## src/rtl/wishbone_to_ahb.sv

```systemverilog
// wishbone_to_ahb: Wishbone classic slave to AHB-Lite master bridge.
// Issues one non-pipelined AHB transfer at a time. Writes whose byte strobes
// are not a word, an aligned half or a single byte go out as a series of
// byte transfers, lowest lane first.
// Optional feature macro: WB2AHB_ERR_EN (adds wb_err, reports AHB errors).
module wishbone_to_ahb #(
   parameter int          ADDR_WIDTH  = 32,
   parameter int          DATA_WIDTH  = 32,
   parameter logic [3:0]  HPROT_VALUE = 4'b0011
) (
   input  logic                  clk,
   input  logic                  rst,
   input  logic                  wb_cyc,
   input  logic                  wb_stb,
   input  logic                  wb_we,
   input  logic [3:0]            wb_wstrb,
   input  logic [ADDR_WIDTH-1:0] wb_adr,
   input  logic [DATA_WIDTH-1:0] wb_dat_w,
   output logic [DATA_WIDTH-1:0] wb_dat_r,
   output logic                  wb_ack,
`ifdef WB2AHB_ERR_EN
   output logic                  wb_err,
`endif
   output logic [ADDR_WIDTH-1:0] HADDR,
   output logic [1:0]            HTRANS,
   output logic                  HWRITE,
   output logic [2:0]            HSIZE,
   output logic [2:0]            HBURST,
   output logic [3:0]            HPROT,
   output logic                  HMASTLOCK,
   output logic [DATA_WIDTH-1:0] HWDATA,
   input  logic [DATA_WIDTH-1:0] HRDATA,
   input  logic                  HREADY,
   input  logic                  HRESP
);

   typedef enum logic [1:0] {S_IDLE, S_ADDR, S_DATA, S_ACK} state_t;

   localparam logic [1:0] TR_IDLE   = 2'b00;
   localparam logic [1:0] TR_NONSEQ = 2'b10;

   state_t                  r_state;
   logic [ADDR_WIDTH-1:0]   r_haddr;
   logic [1:0]              r_htrans;
   logic                    r_hwrite;
   logic [2:0]              r_hsize;
   logic [DATA_WIDTH-1:0]   r_hwdata;
   logic [DATA_WIDTH-1:0]   r_dat_r;
   logic                    r_ack;
   logic                    r_err;
   logic [3:0]              r_mask;   // remaining lanes of a split write
   logic                    r_abort;  // wb_cyc dropped while a transfer was in flight

   logic [2:0]              w_size;
   logic [1:0]              w_lo;
   logic                    w_split;
   logic [3:0]              w_rem;
   logic [1:0]              w_next_lo;
   logic                    w_abort;
   logic                    w_err_rsp;
   logic                    w_unused;

   // lowest set lane of a strobe mask
   function automatic logic [1:0] f_lowest(input logic [3:0] m);
      if (m[0])      return 2'd0;
      else if (m[1]) return 2'd1;
      else if (m[2]) return 2'd2;
      else           return 2'd3;
   endfunction

   // decode the incoming request into transfer size, low address bits, split
   always_comb begin
      w_size  = 3'd2;
      w_lo    = 2'b00;
      w_split = 1'b0;
      if (wb_we) begin
         case (wb_wstrb)
            4'b1111, 4'b0000: ;
            4'b0011: begin w_size = 3'd1; w_lo = 2'b00; end
            4'b1100: begin w_size = 3'd1; w_lo = 2'b10; end
            4'b0001: begin w_size = 3'd0; w_lo = 2'd0; end
            4'b0010: begin w_size = 3'd0; w_lo = 2'd1; end
            4'b0100: begin w_size = 3'd0; w_lo = 2'd2; end
            4'b1000: begin w_size = 3'd0; w_lo = 2'd3; end
            default: begin w_size = 3'd0; w_lo = f_lowest(wb_wstrb); w_split = 1'b1; end
         endcase
      end
   end

   // lanes still owed after the byte currently in its data phase
   assign w_rem     = r_mask & ~(4'b0001 << r_haddr[1:0]);
   assign w_next_lo = f_lowest(w_rem);
   assign w_abort   = r_abort | ~wb_cyc;
`ifdef WB2AHB_ERR_EN
   assign w_err_rsp = HRESP;
`else
   assign w_err_rsp = 1'b0;
`endif
   // byte lanes come only from the strobes, so the low address bits are dropped
   assign w_unused  = ^wb_adr[1:0];

   // bridge FSM with all bus outputs registered
   always_ff @(posedge clk or posedge rst) begin
      if (rst) begin
         r_state  <= S_IDLE;
         r_haddr  <= '0;
         r_htrans <= TR_IDLE;
         r_hwrite <= 1'b0;
         r_hsize  <= 3'd0;
         r_hwdata <= '0;
         r_dat_r  <= '0;
         r_ack    <= 1'b0;
         r_err    <= 1'b0;
         r_mask   <= 4'b0000;
         r_abort  <= 1'b0;
      end else begin
         r_ack <= 1'b0;
         r_err <= 1'b0;
         case (r_state)
            S_IDLE: begin
               if (wb_cyc && wb_stb) begin
                  r_abort <= 1'b0;
                  if (wb_we) r_hwdata <= wb_dat_w;
                  if (wb_we && wb_wstrb == 4'b0000) begin
                     r_state <= S_ACK;
                     r_ack   <= 1'b1;
                  end else begin
                     r_state  <= S_ADDR;
                     r_htrans <= TR_NONSEQ;
                     r_haddr  <= {wb_adr[ADDR_WIDTH-1:2], w_lo};
                     r_hsize  <= w_size;
                     r_hwrite <= wb_we;
                     r_mask   <= w_split ? wb_wstrb : 4'b0000;
                  end
               end
            end
            S_ADDR: begin
               // a NONSEQ already on the bus must be carried through
               if (!wb_cyc) r_abort <= 1'b1;
               if (HREADY) begin
                  r_state  <= S_DATA;
                  r_htrans <= TR_IDLE;
               end
            end
            S_DATA: begin
               if (HREADY) begin
                  if (!r_hwrite && !w_err_rsp) r_dat_r <= HRDATA;
                  if (w_abort) begin
                     r_state <= S_IDLE;
                     r_mask  <= 4'b0000;
                  end else if (!HRESP && w_rem != 4'b0000) begin
                     r_state  <= S_ADDR;
                     r_htrans <= TR_NONSEQ;
                     r_haddr  <= {r_haddr[ADDR_WIDTH-1:2], w_next_lo};
                     r_mask   <= w_rem;
                  end else begin
                     r_state <= S_ACK;
                     r_mask  <= 4'b0000;
                     if (w_err_rsp) r_err <= 1'b1;
                     else           r_ack <= 1'b1;
                  end
               end else if (!wb_cyc) begin
                  r_abort <= 1'b1;
               end
            end
            S_ACK: begin
               r_state <= S_IDLE;
            end
            default: r_state <= S_IDLE;
         endcase
      end
   end

   assign wb_dat_r  = r_dat_r;
   assign wb_ack    = r_ack;
`ifdef WB2AHB_ERR_EN
   assign wb_err    = r_err;
`endif
   assign HADDR     = r_haddr;
   assign HTRANS    = r_htrans;
   assign HWRITE    = r_hwrite;
   assign HSIZE     = r_hsize;
   assign HWDATA    = r_hwdata;
   assign HBURST    = 3'b000;
   assign HPROT     = HPROT_VALUE;
   assign HMASTLOCK = 1'b0;

endmodule

```

## config.mk

```make
export PLATFORM = sky130hd
export DESIGN_NAME = wishbone_to_ahb
export DESIGN_NICKNAME = d
export VERILOG_FILES = /design/src/rtl/wishbone_to_ahb.sv
export SDC_FILE = /design/constraint.sdc
export NUM_CORES = 1
export LEC_CHECK = 0
export ABC_AREA = 1
export ABC_CLOCK_PERIOD_IN_PS = 3300
export BUFFER_PORTS_ARGS = -buffer_cell sky130_fd_sc_hd__buf_2
export CAP_MARGIN = 40
export CORE_MARGIN = 5
export CORE_UTILIZATION = 46
export CTS_BUF_LIST = sky130_fd_sc_hd__clkbuf_16
export DETAILED_ROUTE_END_ITERATION = 16
export GPL_TIMING_DRIVEN = 0
export PLACE_DENSITY = 0.91
export SKIP_LAST_GASP = 1
export SLEW_MARGIN = 20
export SYNTH_ARGS = -nofsm -noshare
export SYNTH_HDL_FRONTEND = slang
export SYNTH_SLANG_ARGS = --single-unit
```

## constraint.sdc

```tcl
create_clock -name clk -period 3.3 [get_ports clk]
set_clock_uncertainty 0.15 [all_clocks]
set_input_delay 0 -clock clk [delete_from_list [all_inputs] [get_ports clk]]
set_output_delay 0 -clock clk [all_outputs]
set_load 0.01 [all_outputs]
```

==> flow_summary.toml, run 1 <==
[logic_synthesis]
synthArstFlopShare_pct = 100
synth_cell_types = 32
synth_compound_area_share_pct = 6.16
synth_edf_count = 0
yosys_most_used_dff = "dfrtp_1"
synth_cells = 406
ys_seq_elements = 108
yosys_warnings = 0
synth_seq_area_share_pct = 58.9
synth_xor_area_share_pct = 0
synth_top_family_by_area = "multiplexers"
synthSimpleGateAreaFrac_pct = 12.2
synth_fa_ha_area_share_pct = 1.09
synth_area_mm2 = 0.00459
syn_avg_cell_area_um2 = 11.3
synthMuxAreaShare_pct = 15.7

[placement]
dpl.hpwl_mm = 9.26
gp_congestion = 0.899
dpl.cell_count = 753
port_buffers = 205

[global_routing]
grt_start_max_net_pins = 62
overflow = 0
grt_pass1_vias = 4602
antenna_found_initial = 1
grt_pass1_wl_mm = 22.8
grt_util_all_layers_pct = 24.6

[final_layout]
nets = 853
final_util_pct = 74.2
multi_input_area_mm2 = 0.00166
nFillCells = 602
stdcell_count = 880
area_growth_pct = 57.9
drive_above_1_share_pct = 43.0
seqCellArea_mm2 = 0.00270

[critical_path]
path_class = "flop to flop"
crit_fanout = 8
critical_path_arrival_ps = 3110
cp-start-kind = "flop"
critPathCaptureType = "flop"
cp_data_required_time_ps = 3420

[cts]
clk_pin_slew_ps = 70
cts_root_buf = "clkbuf_16"
clock_path_buffers = 2
cts_tree = "yes"
htreeDepth = 3
cts_buffers = 9
cts.sinks = 108
cts_setup_buffers = 0
worst_skew_pair.late_latency_ps = 330

[timing]
fin_crit_sh_pct = 90.4
whs_ps = 35.7
setup_viol = 0
max_freq_mhz = 335
slew_viol_final = 0
rsz0062_at_grt = "false"
min_period_ps = 2980
hold_viol = 0

[status]
status = "completed"

[routing]
drt_first_pass_iters = 6
drt_wl_total_mm = 15.1
route.detailed.drc = 0
wl_met2_mm = 7.62
first_iter_violations = 213
routedLengthMet1_mm = 5.67
top_layer = "met4"
wire_per_inst_um = 17.2
viasPerCell = 4.92
drtAntennaViolNets = 0
vias = 4332
wl_met3_mm = 1.26

[floorplan]
ioPinCount = 218
dieArea_mm2 = 0.0121
dieHeight_um = 110
initial_core_util_pct = 47.0
coreArea_mm2 = 0.00977
rows = 36
die_w_um = 110

[pwr]
p_leak_nw = 3.70
powerDensity_mw_per_mm2 = 826
peakVddDrop_mv = 0.386

[job]
drv_cap = 0

[min_path]
hold_class = "input port to flop"
[worst paths after layout]
check                                       startpoint                     to  depth (start not counted)  slack (ps)
min in group asynchronous                          rst  HWDATA[4]$_DFFE_PP0P_                          3         100
max in group asynchronous                          rst  HADDR[27]$_DFFE_PP0P_                          4        2280
worst max-delay path            r_state[0]$_DFFE_PP0P_  r_mask[1]$_DFFE_PP0P_                         10         320
worst max register to register  r_state[0]$_DFFE_PP0P_  r_mask[1]$_DFFE_PP0P_                         10         320
worst min-delay path                             HRESP  r_mask[3]$_DFFE_PP0P_                          6          40
worst min register to register   HADDR[30]$_DFFE_PP0P_  HADDR[30]$_DFFE_PP0P_                          2         330
[cell type report]
| class | instances | area share (%) |
|---|---|---|
| Sequential cell | 108 | 37.3 |
| Multi-Input combinational cell | 258 | 22.9 |
| Buffer | 26 | 2.54 |
| Clock buffer | 9 | 3.11 |
| Timing Repair Buffer | 317 | 29.9 |
| Inverter | 22 | 1.23 |
| Antenna cell | 1 | 0.0345 |
| Tap cell | 133 | 2.30 |
| Clock inverter | 6 | 0.811 |
[cells in the mapped netlist (2+ instances only)]
library cell	n	area share (%)
a21oi_1	2	0.22
nor2_1	17	1.4
buf_2	6	0.65
nand3_1	6	0.65
inv_1	19	1.6
o21ai_1	4	0.44
buf_4	13	2.1
nor2_4	3	0.74
ha_1	4	1.1
a31oi_1	5	0.68
dfrtp_1	108	59
or2_2	2	0.27
conb_1	2	0.16
nand2_2	3	0.41
clkbuf_1	3	0.25
inv_2	2	0.16
buf_6	4	0.98
o21ai_0	36	3.9
mux2_2	63	15
nand2_1	92	7.5
[power breakdown]
part	internal (W)	switching (W)	leakage, nW
Combinational	0.00123	0.00140	2.23
Sequential	0.00196	0.000373	1.32
Clock	0.000579	0.000453	0.146
Total	0.00377	0.00223	3.70
[per-stage QoR]
step	instance area, um^2	total power [W]	TNS [ps]	setup WS (ps)
after floorplan	4620	0.00369	0	304
after global placement	5810	0.00455	-67570	-633
after detailed placement	5850	0.00469	0	1180
after CTS	7240	0.00590	0	253
after global routing	7250	0.00638	0	166
final	7250	0.00599	0	318
[kinds of logic (layout without fill, tap and decap cells)]
kind of cell             count (synthesis)  after routing
other                                    2             11
adder cells (fa/ha/maj)                  4              4
AND/OR/NAND/NOR                        128            128
multiplexers                            64             64
AO/OA/AOI/OAI                           52             52
buffers and inverters                   48            380
flip-flops                             108            108
[worst max-delay path, cell delays in order, from the launching register on]
cell and delay, ps:
dfrtp_1 380, inv_1 80, ha_1 230, buf_6 150, clkinv_2 110, nand2_1 110, nor4_2 330, nand2_1 120
dlygate4sd3_1 580, a31oi_1 130, dlygate4sd3_1 560
[registers in the layout (all words and copies together) (netlist names)]
signal and count:
wb_dat_r 32, HADDR 32, HWDATA 32, r_mask 4
HWRITE 1, HSIZE 2, HTRANS 1, r_state 2
wb_ack 1, r_abort 1
[metal layers]
metal	GRT usage, %	vias to the layer above
met3	5.87	52
met2	43.5	250
met1	27.5	2041
met4	12.7	0
met5	0	-
li1	-	1989
[placed cells by master (no fill, tap or decap), drive strengths merged]
| cell | instances |
|---|---|
| a21oi | 2 |
| a31oi | 5 |
| a32oi | 1 |
| buf | 229 |
| bufinv | 1 |
| clkbuf | 12 |
| clkinv | 4 |
| conb | 10 |
| dfrtp | 108 |
| diode | 1 |
| dlygate4sd3 | 111 |
| ha | 4 |
| inv | 23 |
| mux2 | 64 |
| nand2 | 95 |
| nand3 | 8 |
| nand4 | 1 |
| nor2 | 20 |
| nor3 | 1 |
| nor4 | 1 |
| o2111ai | 1 |
| o21a | 1 |
| o21ai | 41 |
| o21bai | 1 |
| or2 | 2 |
[what timing repair did]
| item | in CTS | in global routing |
|---|---|---|
| setup endpoints to repair | 0 | 1 |
| endpoints found under the hold margin | 213 | 0 |
| hold buffers | 111 | 0 |
| gates resized for setup | 0 | 1 |
Note: power is estimated with default switching activity, not from simulation.
==> run 2: changes to the inputs <==
--- a/config.mk
+++ b/config.mk
@@ -9,7 +9,6 @@
 export ABC_CLOCK_PERIOD_IN_PS = 3300
 export BUFFER_PORTS_ARGS = -buffer_cell sky130_fd_sc_hd__buf_2
 export CAP_MARGIN = 40
-export CORE_MARGIN = 5
 export CORE_UTILIZATION = 46
 export CTS_BUF_LIST = sky130_fd_sc_hd__clkbuf_16
 export DETAILED_ROUTE_END_ITERATION = 16
==> flow_summary.toml, run 2 (synthesis results as in run 1) <==
[placement]
gp_congestion = 0.895
dpl.cell_count = 753
postPlaceCellArea_mm2 = 0.00585
port_buffers = 205
dpl.hpwl_mm = 8.63

[final_layout]
num_antenna_cells = 0
stdcell_count = 881
area_growth_pct = 57.6
nets = 854
final_cell_mix = "buf_2, dlygate4sd3_1, dfrtp_1"
stdcell_area_mm2 = 0.00724
drive_above_1_share_pct = 42.9
final_util_pct = 74.4
final_common_cell = "buf_2"

[critical_path]
cp-endpoint = "r_mask[3]$_DFFE_PP0P_"
crit_family = "buffers and inverters"
r2r-start = "r_state[0]$_DFFE_PP0P_"
crit_fanout = 8
cp-start-kind = "flop"
cp_data_required_time_ps = 3430
worstPathCellList = "inv_1 > ha_1 > buf_6 > clkinv_2 > nand2_1 > nor4_1 > nand2_1 > dlygate4sd3_1 > a31oi_1 > dlygate4sd3_1"
r2r-end = "r_mask[3]$_DFFE_PP0P_"
critPathMaxStageDelay_ps = 570
cp_slowest_cell = "dlygate4sd3_1"
path_class = "flop to flop"
critPathLaunch = "r_state[0]$_DFFE_PP0P_"
critPathBufInv = 5
critical_path_arrival_ps = 3160
reg2reg_depth = 10
critPathCaptureType = "flop"
critical_path_depth = 10
reg2reg_slack_ps = 270

[routing]
wire_per_inst_um = 16.5
drt_wl_total_mm = 14.6
drt_first_pass_iters = 5
route.detailed.drc = 0
viasPerCell = 4.89
first_iter_violations = 149
vias = 4304
drtAntennaViolNets = 0

[cts]
htreeDepth = 3
post_cts_resized = 0
clock_path_buffers = 2
worst_skew_pair.late_latency_ps = 340
cts.sinks = 108
cts_root_buf = "clkbuf_16"
cts_tree = "yes"
clk_pin_slew_ps = 70
cts_buffers = 9

[global_routing]
overflow = 0
grt_pass1_vias = 4474
antenna_found_initial = 0
grt_start_max_net_pins = 68
grt_util_all_layers_pct = 28.3
grt_pass1_wl_mm = 22.0

[floorplan]
dieArea_mm2 = 0.0104
initial_core_util_pct = 47.2
ioPinCount = 218
dieHeight_um = 102
rows = 36
die_w_um = 102
coreArea_mm2 = 0.00973

[timing]
setup_viol = 0
fin_crit_sh_pct = 91.9
slew_headroom_pct = 62.3
max_freq_mhz = 330
worst_slew_pin_slew_ps = 560
rsz0062_at_grt = "false"
slew_viol_final = 0
hold_viol = 0
min_period_ps = 3030

[pwr]
p_total_w = 0.00595
powerDensity_mw_per_mm2 = 822
peakVddDrop_mv = 0.383
p_leak_nw = 3.69

[status]
status = "completed"

[job]
drv_cap = 0

[min_path]
hold_class = "input port to async pin"
-- run 2: cell type report --
class                           instances  area (um^2)
Sequential cell                       108         2700
Fill cell                             602         2490
Timing Repair Buffer                  318         2170
Multi-Input combinational cell        258         1650
Clock buffer                            9          225
Buffer                                 26          184
Tap cell                              133          166
Inverter                               22         88.8
Clock inverter                          7         43.8
-- run 2: report_power, final --
part | internal (W) | switching [W] | leakage, nW
Clock | 0.000509 | 0.000489 | 0.132
Combinational | 0.00124 | 0.00137 | 2.24
Sequential | 0.00196 | 0.000386 | 1.32
-- run 2: repair_timing --
action	CTS	global route
endpoints found under the setup margin	0	0
endpoints found under the hold margin	213	0
setup buffers	0	0
hold buffers	112	0
-- run 2: metrics by stage --
stage | hold WS, ps | setup slack (ps) | TNS (ps)
final | 56.8 | 268 | 0
after detailed placement | -111 | 1220 | 0
after CTS | 67.8 | 306 | 0
after floorplan | -15.3 | 304 | 0
after global routing | 107 | 127 | 0
after global placement | 72.7 | -692 | -73950
-- run 2: how the worst min path moves through the flow --
| stage | from | end | slack (ps) | cells past startpoint |
|---|---|---|---|---|
| 2_1_floorplan | wb_dat_w[12] | HWDATA[12]$_DFFE_PP0P_ | -20 | 1 |
| 3_3_place_gp | wb_dat_w[12] | HWDATA[12]$_DFFE_PP0P_ | 70 | 2 |
| 3_5_place_dp | rst | HWDATA[24]$_DFFE_PP0P_ | -110 | 2 |
| 4_1_cts | rst | HWDATA[24]$_DFFE_PP0P_ | 70 | 3 |
| 5_1_grt | rst | HWDATA[24]$_DFFE_PP0P_ | 110 | 3 |
| 6_report | rst | HWDATA[24]$_DFFE_PP0P_ | 60 | 3 |
-- run 2: metal layers --
metal | track usage, % | vias up | part of all wire [%]
met5 | 0 | - | 0
li1 | - | 1997 | -
met2 | 53.1 | 216 | 52
met4 | 13.7 | 0 | 3.2
met1 | 30.6 | 2044 | 38
met3 | 5.47 | 47 | 6.3
-- run 2: worst register-to-register path: stages, from the launching register on --
cell	delay (ps)
dfrtp_1	370
inv_1	80
ha_1	210
buf_6	140
clkinv_2	100
nand2_1	100
nor4_1	500
nand2_1	90
dlygate4sd3_1	570
a31oi_1	110
dlygate4sd3_1	550
